$ cat src/rtl/trace_line_arbiter.sv
// rtl/trace_line_arbiter.sv - line-granular round-robin arbiter feeding one cpu_checker char stream; optional LINE_STATS_EN counters
module trace_line_arbiter #(
  parameter int N_REQ    = 4,
  parameter int IDX_W    = 2,
  parameter int MAX_LINE = 64
) (
  input  logic                 clk,
  input  logic                 reset,
  input  logic [N_REQ-1:0]     req_valid_i,
  input  logic [8*N_REQ-1:0]   req_char_i,
  output logic [N_REQ-1:0]     req_ready_o,
  output logic [7:0]           out_char_o,
  input  logic [1:0]           chk_format_type_i,
  input  logic [3:0]           chk_error_code_i,
  output logic                 res_valid_o,
  output logic [IDX_W-1:0]     res_id_o,
  output logic [1:0]           res_format_o,
  output logic [3:0]           res_error_o,
  output logic                 res_abort_o,
  output logic                 busy_o
`ifdef LINE_STATS_EN
  ,
  output logic [15:0]          line_count_o,
  output logic [15:0]          bad_count_o
`endif
);

  localparam int         LEN_W    = $clog2(MAX_LINE) + 1;
  localparam logic [7:0] EOL_CHAR = 8'h23;
  localparam logic [7:0] NUL_CHAR = 8'h00;

  typedef enum logic [1:0] {IDLE, STREAM, WAIT1, WAIT2} state_t;

  state_t             state_q;
  logic [IDX_W-1:0]   grant_q;
  logic [IDX_W-1:0]   rr_ptr_q;
  logic [LEN_W-1:0]   len_q;
  logic [N_REQ-1:0]   req_ready_q;
  logic [7:0]         out_char_q;
  logic               res_valid_q;
  logic [IDX_W-1:0]   res_id_q;
  logic [1:0]         res_format_q;
  logic [3:0]         res_error_q;
  logic               res_abort_q;

  logic [IDX_W-1:0]   pick_d;
  logic [N_REQ-1:0]   pick_onehot_d;
  logic [7:0]         gchar_d;
  logic               xfer_d;
  logic               abort_d;

  // First valid requester strictly after ptr, wrapping around.
  function automatic logic [IDX_W-1:0] rr_pick(input logic [N_REQ-1:0] valid,
                                               input logic [IDX_W-1:0] ptr);
    logic [IDX_W-1:0] sel;
    logic             hit;
    int               idx;
    sel = '0;
    hit = 1'b0;
    for (int k = 1; k <= N_REQ; k++) begin
      idx = (int'(ptr) + k) % N_REQ;
      if (!hit && valid[idx]) begin
        sel = IDX_W'(idx);
        hit = 1'b1;
      end
    end
    return sel;
  endfunction

  // Arbitration pick, granted character, and transfer/abort decode
  always_comb begin
    pick_d                = rr_pick(req_valid_i, rr_ptr_q);
    pick_onehot_d         = '0;
    pick_onehot_d[pick_d] = 1'b1;
    gchar_d               = req_char_i[8*grant_q +: 8];
    xfer_d                = |(req_valid_i & req_ready_q);
    // A stall, or a non-terminating character filling the last slot, ends the line early.
    abort_d               = !xfer_d ||
                            ((gchar_d != EOL_CHAR) && (len_q == LEN_W'(MAX_LINE - 1)));
  end

  // Line-grant FSM with registered stream and verdict outputs
  always_ff @(posedge clk) begin
    if (reset) begin
      state_q      <= IDLE;
      grant_q      <= '0;
      rr_ptr_q     <= IDX_W'(N_REQ - 1);
      len_q        <= '0;
      req_ready_q  <= '0;
      out_char_q   <= NUL_CHAR;
      res_valid_q  <= 1'b0;
      res_id_q     <= '0;
      res_format_q <= 2'd0;
      res_error_q  <= 4'd0;
      res_abort_q  <= 1'b0;
    end else begin
      res_valid_q <= 1'b0;
      out_char_q  <= NUL_CHAR;
      case (state_q)
        IDLE: begin
          if (|req_valid_i) begin
            grant_q     <= pick_d;
            rr_ptr_q    <= pick_d;
            len_q       <= '0;
            req_ready_q <= pick_onehot_d;
            state_q     <= STREAM;
          end
        end
        STREAM: begin
          if (xfer_d) begin
            out_char_q <= gchar_d;
            len_q      <= len_q + LEN_W'(1);
          end
          if (abort_d) begin
            req_ready_q  <= '0;
            res_valid_q  <= 1'b1;
            res_abort_q  <= 1'b1;
            res_format_q <= 2'd0;
            res_error_q  <= 4'd0;
            res_id_q     <= grant_q;
            state_q      <= IDLE;
          end else if (gchar_d == EOL_CHAR) begin
            req_ready_q <= '0;
            state_q     <= WAIT1;
          end
        end
        WAIT1: begin
          // The checker latches '#' on the next edge; its verdict follows one cycle later.
          state_q <= WAIT2;
        end
        WAIT2: begin
          res_valid_q  <= 1'b1;
          res_abort_q  <= 1'b0;
          res_format_q <= chk_format_type_i;
          res_error_q  <= chk_error_code_i;
          res_id_q     <= grant_q;
          state_q      <= IDLE;
        end
        default: begin
          req_ready_q <= '0;
          state_q     <= IDLE;
        end
      endcase
    end
  end

  assign req_ready_o  = req_ready_q;
  assign out_char_o   = out_char_q;
  assign res_valid_o  = res_valid_q;
  assign res_id_o     = res_id_q;
  assign res_format_o = res_format_q;
  assign res_error_o  = res_error_q;
  assign res_abort_o  = res_abort_q;
  assign busy_o       = (state_q != IDLE);

`ifdef LINE_STATS_EN
  logic [15:0] line_count_q;
  logic [15:0] bad_count_q;
  logic        bad_line_d;

  assign bad_line_d = res_abort_q | (res_format_q == 2'd0) | (res_error_q != 4'd0);

  // Saturating line statistics, counted off the registered verdict pulse
  always_ff @(posedge clk) begin
    if (reset) begin
      line_count_q <= 16'h0000;
      bad_count_q  <= 16'h0000;
    end else if (res_valid_q) begin
      if (line_count_q != 16'hFFFF) line_count_q <= line_count_q + 16'h0001;
      if (bad_line_d && (bad_count_q != 16'hFFFF)) bad_count_q <= bad_count_q + 16'h0001;
    end
  end

  assign line_count_o = line_count_q;
  assign bad_count_o  = bad_count_q;
`else
  // Statistics counters are not built in this configuration.
`endif

endmodule

$ cat config.mk
export PLATFORM = sky130hd
export DESIGN_NAME = trace_line_arbiter
export DESIGN_NICKNAME = d
export VERILOG_FILES = /design/src/rtl/trace_line_arbiter.sv
export SDC_FILE = /design/constraint.sdc
export NUM_CORES = 1
export LEC_CHECK = 0
export CAP_MARGIN = 20
export CORE_MARGIN = 2
export CORE_UTILIZATION = 43
export DETAILED_ROUTE_END_ITERATION = 8
export PLACE_DENSITY_LB_ADDON = 0.2
export SLEW_MARGIN = 20
export SYNTH_ARGS = -nofsm -noshare
export SYNTH_HDL_FRONTEND = slang
export SYNTH_SLANG_ARGS = --single-unit
export TNS_END_PERCENT = 10
$ cat constraint.sdc
create_clock -name clk -period 2.6 [get_ports clk]
set_input_delay 0.39 -clock clk [delete_from_list [all_inputs] [get_ports clk]]
set_output_delay 0.39 -clock clk [all_outputs]
set_load 0.01 [all_outputs]
==> results.cfg <==
[synth]
synthesis.nets = 209
syn_area_per_cell_um2 = 10.35
synth_top_cell_area_share = 0.4127
syn-instance-count = 164
ys_seq_area_frac = 0.4127
synth.distinct_cells = 42
yosysTopAreaCell = dfxtp_1
synthTopCellsByArea = dfxtp_1 (41%), mux4_1 (7.7%), nor2_1 (4.0%)
ys_warn_count = 0
synth_area_um2 = 1698
synth_seq_cells = 35

[clocking]
cts_buffers = 5
cts.repair_timing.setup_buffer_count = 0
clockBufferDepth = 2
cts.sink_count = 35
cts_tree = yes
cts_resized = 0
cts_hold_buffers = 0
path_clk_slew_ns = 0.07
clk_latency_ns = 0.29
h-tree-depth = 2
cts_root_buf = clkbuf_8

[floorplanning]
pin_count = 67
design.core.area_um2 = 3716
die_x_um = 66.84
die_y_um = 66.84
initial_core_util = 0.4569
dieArea_um2 = 4467
row_count = 22

[pwr]
seqPwrFrac = 0.399
cellLeakagePower_uw = 0.0009662
p_per_area_nw_per_um2 = 590.1
ir_worst_vdd_uv = 288.6
p_sw_frac = 0.2481
netSwitchingPower_uw = 374.1
pwr-share-clk = 0.387
power.internal_uw = 1134
comb_power_share = 0.214

[sta]
setup_viol_count_final = 0
skew_ns = 0.007042
max_freq_ghz = 0.4216
finalCritPeriodShare = 0.9122
min_period_ns = 2.372
hold_viol_final = 0
rsz0062_at_grt = false
final_max_slew_viol_count = 0
tightestPinTransition_ns = 0.8733
fin_tns_setup_ns = 0
maxSlewHeadroom = 0.4104
fin_ws_ns = 0.2282

[global_route]
grt_max_degree = 16
antenna_found_initial = 0
grt_overflow = 0
track_usage = 0.2249
grt_pass1_wl_mm = 7.417
first_global_vias = 1579

[cells_and_area]
fill_cells = 289
drive_gt1_frac = 0.09787
syn2layout_area_growth_pct = 50.48
nets = 279
antenna_cells = 0
multi_input_area_um2 = 948.4
regArea_um2 = 700.7

[placement]
place_ws_ns = 0.08861
dp_hpwl_mm = 3.462
gp_congestion = 0.8909
io_buffer_count = 66

[routing]
drc_errors = 0
first_iter_violations = 80
wl_per_cell_um = 15.47
vias_per_cell = 5.452
firstDrtPassIters = 4
detail-route-antenna-nets = 0
via_count = 1543
finalWirelength_mm = 4.377

[critical_path]
reg2regPathDepth = 5
cp-start-kind = flip-flop
worstPathMaxFanout = 9
crit_type = reg -> reg
arrival_ns = 2.59
endpoint_kind = flip-flop
worstPathRequired_ns = 2.82

[hold_path]
min-delay-path-class = reg -> reg
whs_path_depth = 2

[status]
status = finished clean

[flow_run]
drv_cap = 0
==> routing by layer <==
layer / GRT usage / wire length [um]
met5: 0 / 0
met4: 0.07908 / 55
met3: 0.04899 / 301
met2: 0.3788 / 2098
met1: 0.2825 / 1922
==> registers in the layout, indices dropped and copies added, names as in the netlist, named ones only <==
name / flops
out_char_o: 8
state_q: 1
rr_ptr_q: 2
req_ready_o: 4
res_abort_o: 1
len_q: 7
res_valid_o: 1
res_format_o: 2
res_id_o: 2
res_error_o: 4
grant_q: 2
==> layout make-up <==
cell class | instances | area share
clock inverters | 3 | 0.02644
flip-flops and latches | 35 | 0.2742
multi-input cells | 118 | 0.3712
well taps | 48 | 0.02351
inverters | 3 | 0.004407
repair buffers | 71 | 0.2733
clock buffers | 5 | 0.02693
==> power groups by stage <==
stage	clock network (uW)	registers [uW]	logic, uW
floorplan	0	602	186
global placement	0	612	315
global route	625	608	350
CTS	591	602	325
finish	583	602	323
detailed placement	0	614	324
==> cells in the final DEF, fill, tap and decap left out, types with 4 or more instances in the layout <==
cell type,netlist,layout
xnor2_1,5,5
dfxtp_1,35,35
nor2b_1,4,4
o21ai_0,4,4
and3_1,7,7
mux2i_1,6,6
mux4_1,5,5
nand3_1,4,4
clkdlybuf4s50_1,0,66
a32o_1,6,6
clkbuf_8,0,5
nor2_1,18,18
nand2_1,16,16
a21oi_1,7,7
buf_4,0,5
==> worst paths after layout <==
| path | from | slack [ns] | end |
|---|---|---|---|
| worst min-delay path | res_id_o[1] | 0.46 | res_id_o[1] |
| worst min register to register | res_id_o[1] | 0.46 | res_id_o[1] |
| worst max-delay path | grant_q[0] | 0.23 | req_ready_o[2] |
| worst max register to register | grant_q[0] | 0.23 | req_ready_o[2] |
==> cell families (layout without fill, tap and decap cells) <==
logic type      count (synthesis)  in the layout  share of synthesized area
compound gates                 36             36                     0.1710
xor+xnor                        6              6                    0.03095
fa+ha+maj                       1              1                   0.007368
buf+inv                        11             82                    0.02874
flops                          35             35                     0.4127
mux                            14             14                     0.1525
simple gates                   61             61                     0.1968
==> synth_stat cells <==
cell,n
a211o_1,1
a211oi_1,2
a21boi_0,1
a21o_1,2
a21oi_1,7
a22oi_1,2
a311o_2,1
a311oi_2,1
a31o_2,1
a31oi_1,1
a31oi_4,1
a32o_1,6
and2_1,1
and3_1,7
and3_2,1
and4b_1,1
buf_6,1
clkbuf_1,7
dfxtp_1,35
ha_1,1
inv_1,3
mux2i_1,6
mux4_1,5
mux4_2,3
nand2_1,16
nand2b_1,2
nand3_1,4
nand4_4,1
nand4b_1,1
nor2_1,18
nor2b_1,4
nor3_1,1
nor4b_4,1
o2111ai_1,1
o211a_1,2
o211ai_1,1
o21ai_0,4
o22ai_1,1
o311ai_0,1
or4_1,3
xnor2_1,5
xor2_1,1
==> worst max-delay path, stage by stage, from the launching register on <==
cell      delay [ns]
dfxtp_1         0.59
mux4_2          0.61
nor4b_4         0.33
nand4_4         0.17
a311oi_2        0.38
mux2i_1         0.23
==> per-stage QoR <==
stage               std cells  utilization  hold slack, ns  area [um2]  total power (uW)
floorplan                 164            -          0.4606        1698             788.1
global placement          275       0.6508          0.4443        2419             926.7
detailed placement        275       0.6508          0.4548        2419             938.1
CTS                       283       0.6875          0.4643        2555              1518
global route              283       0.6875          0.4769        2555              1583
finish                    283       0.6875          0.4594        2555              1508
Note: power is estimated with default switching activity, not from simulation.
